### config.mk
export PLATFORM = sky130hd
export DESIGN_NAME = vga_text_addr_gen
export DESIGN_NICKNAME = d
export VERILOG_FILES = /design/src/rtl/vga_text_pkg.sv /design/src/rtl/vga_text_scroll_mul.sv /design/src/rtl/vga_text_addr_gen.sv
export SDC_FILE = /design/constraint.sdc
export NUM_CORES = 1
export LEC_CHECK = 0
export CAP_MARGIN = 20
export CORE_ASPECT_RATIO = 0.5
export CORE_MARGIN = 1.5
export CORE_UTILIZATION = 64
export CTS_BUF_LIST = sky130_fd_sc_hd__clkbuf_2 sky130_fd_sc_hd__clkbuf_4 sky130_fd_sc_hd__clkbuf_8
export DETAILED_ROUTE_END_ITERATION = 12
export GPL_ROUTABILITY_DRIVEN = 0
export PLACE_DENSITY = 0.88
export SYNTH_ARGS = -nofsm -noshare
export SYNTH_HDL_FRONTEND = slang
export SYNTH_SLANG_ARGS = --single-unit
export TNS_END_PERCENT = 50
### constraint.sdc
create_clock -name clk -period 4.3 [get_ports clk]
set_input_delay 0.86 -clock clk [delete_from_list [all_inputs] [get_ports clk]]
set_output_delay 0.86 -clock clk [all_outputs]
set_load 0.01 [all_outputs]
### src/rtl/vga_text_pkg.sv
// Shared definitions for the VGA text address generator: FSM encoding, 640x480 text-mode
// defaults and a width helper for the row/glyph counters.
package vga_text_pkg;

    typedef enum logic [1:0] {
        ST_IDLE,
        ST_MUL,
        ST_READY,
        ST_ACTIVE
    } text_state_t;

    localparam int H_START_DEF = 144;
    localparam int V_START_DEF = 35;
    localparam int COLS_DEF    = 80;
    localparam int ROWS_DEF    = 60;
    localparam int GLYPH_W_DEF = 8;
    localparam int GLYPH_H_DEF = 8;

    // Bits needed to index 0..value-1, never less than one.
    function automatic int clog2(input int value);
        int width;
        width = 1;
        while ((1 << width) < value) width++;
        return width;
    endfunction

endpackage

### src/rtl/vga_text_scroll_mul.sv
// Sequential shift-add multiplier producing scroll_row * COLS, one multiplier bit per
// enabled cycle; done is high during the cycle that retires the last bit.
module vga_text_scroll_mul #(
    parameter int COLS   = 80,
    parameter int ROW_W  = 6,
    parameter int ADDR_W = 13
) (
    input  logic              clk,
    input  logic              rst_n,
    input  logic              en,
    input  logic              start,
    input  logic [ROW_W-1:0]  multiplier,
    output logic [ADDR_W-1:0] product,
    output logic              done
);

    logic [ADDR_W-1:0] mcand;
    logic [ROW_W-1:0]  mplier;
    logic [ROW_W-1:0]  steps_left;
    logic              running;

    assign done = running && (steps_left == ROW_W'(1));

    always_ff @(posedge clk or negedge rst_n) begin
        if (!rst_n) begin
            product    <= '0;
            mcand      <= '0;
            mplier     <= '0;
            steps_left <= '0;
            running    <= 1'b0;
        end else if (en) begin
            if (start) begin
                product    <= '0;
                mcand      <= ADDR_W'(COLS);
                mplier     <= multiplier;
                steps_left <= ROW_W'(ROW_W);
                running    <= 1'b1;
            end else if (running) begin
                if (mplier[0]) product <= product + mcand;
                mcand      <= mcand << 1;
                mplier     <= mplier >> 1;
                steps_left <= steps_left - ROW_W'(1);
                if (steps_left == ROW_W'(1)) running <= 1'b0;
            end
        end
    end

endmodule

### src/rtl/vga_text_addr_gen.sv
// Registered text-mode address generator with hardware vertical scroll.
// Optional blinking cursor output is enabled by defining VGA_TEXT_CURSOR_EN.
module vga_text_addr_gen import vga_text_pkg::*; #(
    parameter int H_START = H_START_DEF,
    parameter int V_START = V_START_DEF,
    parameter int COLS    = COLS_DEF,
    parameter int ROWS    = ROWS_DEF,
    parameter int GLYPH_W = GLYPH_W_DEF,
    parameter int GLYPH_H = GLYPH_H_DEF,
    parameter int ADDR_W  = 13,
    parameter int CNT_W   = 10,
`ifdef VGA_TEXT_CURSOR_EN
    parameter int BLINK_LOG = 5,
`endif
    localparam int ROW_W  = clog2(ROWS),
    localparam int GCOL_W = clog2(GLYPH_W),
    localparam int GROW_W = clog2(GLYPH_H)
) (
    input  logic              clk,
    input  logic              rst_n,
    input  logic              pix_en_i,
    input  logic [CNT_W-1:0]  h_count_i,
    input  logic [CNT_W-1:0]  v_count_i,
    input  logic [ROW_W-1:0]  scroll_row_i,
`ifdef VGA_TEXT_CURSOR_EN
    input  logic [ADDR_W-1:0] cursor_addr_i,
    output logic              cursor_o,
`endif
    output logic [ADDR_W-1:0] char_addr_o,
    output logic [GROW_W-1:0] glyph_row_o,
    output logic [GCOL_W-1:0] glyph_col_o,
    output logic              active_o,
    output logic              busy_o
);

    localparam logic [CNT_W-1:0]  H_LINE_START = CNT_W'(H_START - 1);
    localparam logic [CNT_W-1:0]  H_FIRST      = CNT_W'(H_START);
    localparam logic [CNT_W-1:0]  H_VIS_END    = CNT_W'(H_START + COLS * GLYPH_W);
    localparam logic [CNT_W-1:0]  V_LATCH      = CNT_W'(V_START - 2);
    localparam logic [CNT_W-1:0]  V_FIRST      = CNT_W'(V_START);
    localparam logic [CNT_W-1:0]  V_DONE       = CNT_W'(V_START + ROWS * GLYPH_H);
    localparam logic [ROW_W-1:0]  ROW_LAST     = ROW_W'(ROWS - 1);
    localparam logic [GCOL_W-1:0] GCOL_LAST    = GCOL_W'(GLYPH_W - 1);
    localparam logic [GROW_W-1:0] GROW_LAST    = GROW_W'(GLYPH_H - 1);
    localparam logic [ADDR_W-1:0] COLS_A       = ADDR_W'(COLS);

    text_state_t       state;
    logic [ROW_W-1:0]  scroll_q;
    logic [ROW_W-1:0]  phys_row;
    logic [ADDR_W-1:0] row_base;
    logic [ADDR_W-1:0] addr_cnt;
    logic [GCOL_W-1:0] col_cnt;
    logic [GROW_W-1:0] line_in_glyph;
    logic [ADDR_W-1:0] mul_product;
    logic              mul_done;

    wire h_zero      = (h_count_i == '0);
    wire frame_latch = (state == ST_IDLE) && h_zero && (v_count_i == V_LATCH);
    wire frame_end   = (state == ST_ACTIVE) && h_zero && (v_count_i == V_DONE);
    wire visible_pix = (state == ST_ACTIVE) && (h_count_i >= H_FIRST) && (h_count_i < H_VIS_END);
    wire [ROW_W-1:0] scroll_sel =
        ({1'b0, scroll_row_i} >= (ROW_W + 1)'(ROWS)) ? '0 : scroll_row_i;

    vga_text_scroll_mul #(
        .COLS   (COLS),
        .ROW_W  (ROW_W),
        .ADDR_W (ADDR_W)
    ) u_scroll_mul (
        .clk        (clk),
        .rst_n      (rst_n),
        .en         (pix_en_i),
        .start      (frame_latch),
        .multiplier (scroll_sel),
        .product    (mul_product),
        .done       (mul_done)
    );

    // Frame sequencing plus per-pixel address walk; the scroll base is only ever multiplied
    // once per frame, after which text rows advance by adding COLS with explicit wrap.
    always_ff @(posedge clk or negedge rst_n) begin
        if (!rst_n) begin
            state         <= ST_IDLE;
            scroll_q      <= '0;
            phys_row      <= '0;
            row_base      <= '0;
            addr_cnt      <= '0;
            col_cnt       <= '0;
            line_in_glyph <= '0;
            char_addr_o   <= '0;
            glyph_row_o   <= '0;
            glyph_col_o   <= '0;
            active_o      <= 1'b0;
            busy_o        <= 1'b0;
        end else if (pix_en_i) begin
            case (state)
                ST_IDLE: if (frame_latch) begin
                    state    <= ST_MUL;
                    busy_o   <= 1'b1;
                    scroll_q <= scroll_sel;
                end
                ST_MUL: if (mul_done) begin
                    state  <= ST_READY;
                    busy_o <= 1'b0;
                end
                ST_READY: if (h_zero && v_count_i == V_FIRST) begin
                    state         <= ST_ACTIVE;
                    row_base      <= mul_product;
                    line_in_glyph <= '0;
                    phys_row      <= scroll_q;
                end
                ST_ACTIVE: if (frame_end) state <= ST_IDLE;
                default: state <= ST_IDLE;
            endcase

            active_o <= visible_pix;

            if (state == ST_ACTIVE && h_count_i == H_LINE_START) begin
                addr_cnt <= row_base;
                col_cnt  <= '0;
            end

            if (visible_pix) begin
                char_addr_o <= addr_cnt;
                glyph_col_o <= col_cnt;
                glyph_row_o <= line_in_glyph;
                col_cnt     <= (col_cnt == GCOL_LAST) ? '0 : col_cnt + GCOL_W'(1);
                if (col_cnt == GCOL_LAST) addr_cnt <= addr_cnt + ADDR_W'(1);
            end

            if (state == ST_ACTIVE && h_count_i == H_VIS_END) begin
                if (line_in_glyph == GROW_LAST) begin
                    line_in_glyph <= '0;
                    if (phys_row == ROW_LAST) begin
                        phys_row <= '0;
                        row_base <= '0;
                    end else begin
                        phys_row <= phys_row + ROW_W'(1);
                        row_base <= row_base + COLS_A;
                    end
                end else begin
                    line_in_glyph <= line_in_glyph + GROW_W'(1);
                end
            end
        end
    end

`ifdef VGA_TEXT_CURSOR_EN
    logic [BLINK_LOG-1:0] blink_cnt;

    // Cursor lights the bottom glyph line of its cell during the "on" half of the blink period.
    always_ff @(posedge clk or negedge rst_n) begin
        if (!rst_n) begin
            blink_cnt <= '0;
            cursor_o  <= 1'b0;
        end else if (pix_en_i) begin
            if (frame_end) blink_cnt <= blink_cnt + BLINK_LOG'(1);
            cursor_o <= visible_pix && (addr_cnt == cursor_addr_i)
                        && (line_in_glyph == GROW_LAST) && blink_cnt[BLINK_LOG-1];
        end
    end
`endif

endmodule

==> run summary <==
final hold violations: 0
peak supply drop: 136 uV
Post-Synth Simple-Gate Area: 18.5%
max_slew headroom: 55.5%
synth top area cells: dfrtp_1 (47%), ha_1 (5.0%), mux2_2 (4.1%), nand2_1 (3.6%), a21oi_1 (3.0%)
DR vias/cell: 6.16
P per Cell Area: 270 nW/um2
clock root cell: clkbuf_8
Total GRT Usage: 27.7%
Synth Flop Type: dfrtp_1
sequential area share after synthesis: 46.7%
routed length per placed instance: 16.6 um
synthesized area per cell: 10.1 um2
Synth Register Bits: 98
initial core utilization: 65.9%
DRC errors left: 0
Hold Crit Class: reg2reg
die area: 8800 um2
status: complete, no violations
Reg clk slew, reported paths: 90 ps
cell row count: 23
Area Overhead vs Synth: 15.0%
final worst setup slack: 1060 ps
max frequency: 0.308 GHz
drt first pass iters: 5
first-pass GRT wire length: 19.1 mm
area leader, netlist: dfrtp_1
CTS tree: done
clock sinks: 98
antenna cell count: 0
final setup TNS: 0 ps
grt total ovfl: 0
Worst Skew: 10.6 ps
cell count after synthesis: 520
reg-to-reg slack, setup: 1840 ps
share of cells above drive strength 1: 14.4%
post-synthesis xor/xnor area fraction: 2.83%
crit end category: flop
yosys warns: 0
synthesized area: 5260 um2
Final min period: 3240 ps
CTS resizes: 0
worst skew pair latency: 370 ps
Via Count: 4208
Tot Pwr: 1.63 mW
Async SR Flop Fraction: 100%
Die X: 131 um
Static Leak: 2.73 nW
Slew @ Worst Pin: 663 ps
Post-CTS Hold Buffers: 0
core area: 7970 um2
Setup Fix Bufs, Post-CTS: 0
Synth top cells by count: dfrtp_1 (98), nand2_1 (51), nor2_1 (41)
largest net degree at the start of global routing: 56
pre-CTS setup slack: 605 ps
clock buffer depth: 2
Final Cycle Share: 75.5%
Num CTS Buffers: 9
crit-path max FO: 14
slowest CP cell: or4_4
top cell type's share of synthesized area: 46.7%
Routed Wire Length: 11.3 mm
vias in the first global route: 3969
number of library cell types mapped by synthesis: 61
crit path launch type: input pin
crit path cell chain: clkdlybuf4s50_1, or4_4, nor4_4, nand3_2, a21oi_2, a21boi_0, o221a_2
die height: 67.1 um
largest stage delay on the critical path: 590 ps
compound-cell area share of the yosys netlist: 18.7%
crit path buf inv count: 1
top-count cell post-synth: dfrtp_1
port bufs: 49
largest family of logic cells by synthesized area: compound AO/OA/AOI/OAI gates
RSZ-0062 raised after global routing: no
Worst EP arrival: 3560 ps
Setup CP Type: in2reg
drt first-iter violations: 316
mux share of post-synthesis cell area: 4.45%
initial antenna violation count: 0
synthesized net count: 571
I/O pin cnt: 50
final layout net count: 618
post-route antenna net violation count: 0
final core occ: 75.8%
Detailed Place HPWL: 8.23 mm
CP top delay family: simple AND/OR/NAND/NOR gates
adder-cell share of the synthesized area: 5.38%
number of synthesized flops with an enable pin: 0
required time worst endpoint: 4610 ps
maxcap violations: 0
final setup fails: 0
Final Slew Violations: 0
# H-tree levels: 3
worst hold slack: 490 ps
layout by cell type, fill, tap and decap left out, drive strengths merged, types with 3 or more instances in the layout:
master / count
nor2b: 15
or2: 3
o221a: 11
a22o: 22
nand4: 10
a21oi: 32
and2: 7
clkbuf: 10
nor2: 41
nor3: 7
buf: 11
a311oi: 4
o21ai: 36
o22ai: 9
xor2: 5
nor4: 7
xnor2: 12
dfrtp: 98
nand3: 18
a31oi: 3
ha: 21
or3: 3
clkdlybuf4s50: 48
mux2: 19
inv: 15
nand2: 52
nand2b: 3
o21a: 3
and3: 12
o2111ai: 3
per-layer routing:
metal / global-route usage, % / share of wire (%) / up-vias
li1: - / - / 1992
met2: 48.0 / 46 / 145
met4: 7.87 / 0.93 / 0
met3: 6.16 / 5.9 / 12
met1: 35.6 / 47 / 2059
met5: 0 / 0 / -
sequential cells by signal, summed over array words and instances (netlist names):
register and count:
addr_cnt 13, row_base 13, busy_o 1, u_scroll_mul.running 1
u_scroll_mul.mcand 9, scroll_q 6, glyph_row_o 3, phys_row 6
u_scroll_mul.steps_left 6, col_cnt 3, u_scroll_mul.product 9, char_addr_o 13
state 2, active_o 1, u_scroll_mul.mplier 6, glyph_col_o 3
line_in_glyph 3
final timing paths:
path                                        start                  endpoint  cells after the start
setup / recovery                     h_count_i[0]               row_base[7]                      7
hold / removal             u_scroll_mul.mplier[5]    u_scroll_mul.mplier[5]                      2
setup reg to reg                         state[1]               row_base[7]                      7
hold reg to reg            u_scroll_mul.mplier[5]    u_scroll_mul.mplier[5]                      2
max in group asynchronous                   rst_n  u_scroll_mul.product[10]                      2
min in group asynchronous                   rst_n               addr_cnt[6]                      1
cell type report:
| type | count | area (um2) |
|---|---|---|
| multi-input combinational | 384 | 2620 |
| inverter | 15 | 56.3 |
| timing repair buffer | 59 | 563 |
| tap | 112 | 140 |
| clock buffer | 10 | 131 |
| clock inverter | 5 | 80.1 |
| fill | 553 | 1930 |
| sequential | 98 | 2450 |
report_power, final:
part / leakage, nW / internal [mW] / switching (mW)
combinational: 1.28 / 0.0298 / 0.0390
sequential: 1.35 / 0.921 / 0.0000000000000000124
clock: 0.102 / 0.330 / 0.309
kinds of logic after synthesis:
logic type,after synthesis
multiplexers,21
AO/OA/AOI/OAI,140
flip-flops,98
adder cells (fa/ha/maj),22
buffers and inverters,38
XOR/XNOR,17
AND/OR/NAND/NOR,184
stage by stage:
stage	instance area [um2]	cells
2_1_floorplan	5260	520
3_3_place_gp	5820	667
3_5_place_dp	5820	667
4_1_cts	6030	682
5_1_grt	6040	683
6_report	6040	683
tightest hold or removal path: cells and delay by family (launching register included):
kind | cells | cell delay [ps]
AOI/OAI and AO/OA | 1 | 60
DFF | 1 | 350
and+or+nand+nor | 1 | 50
Power figures use the tool's default switching activity.
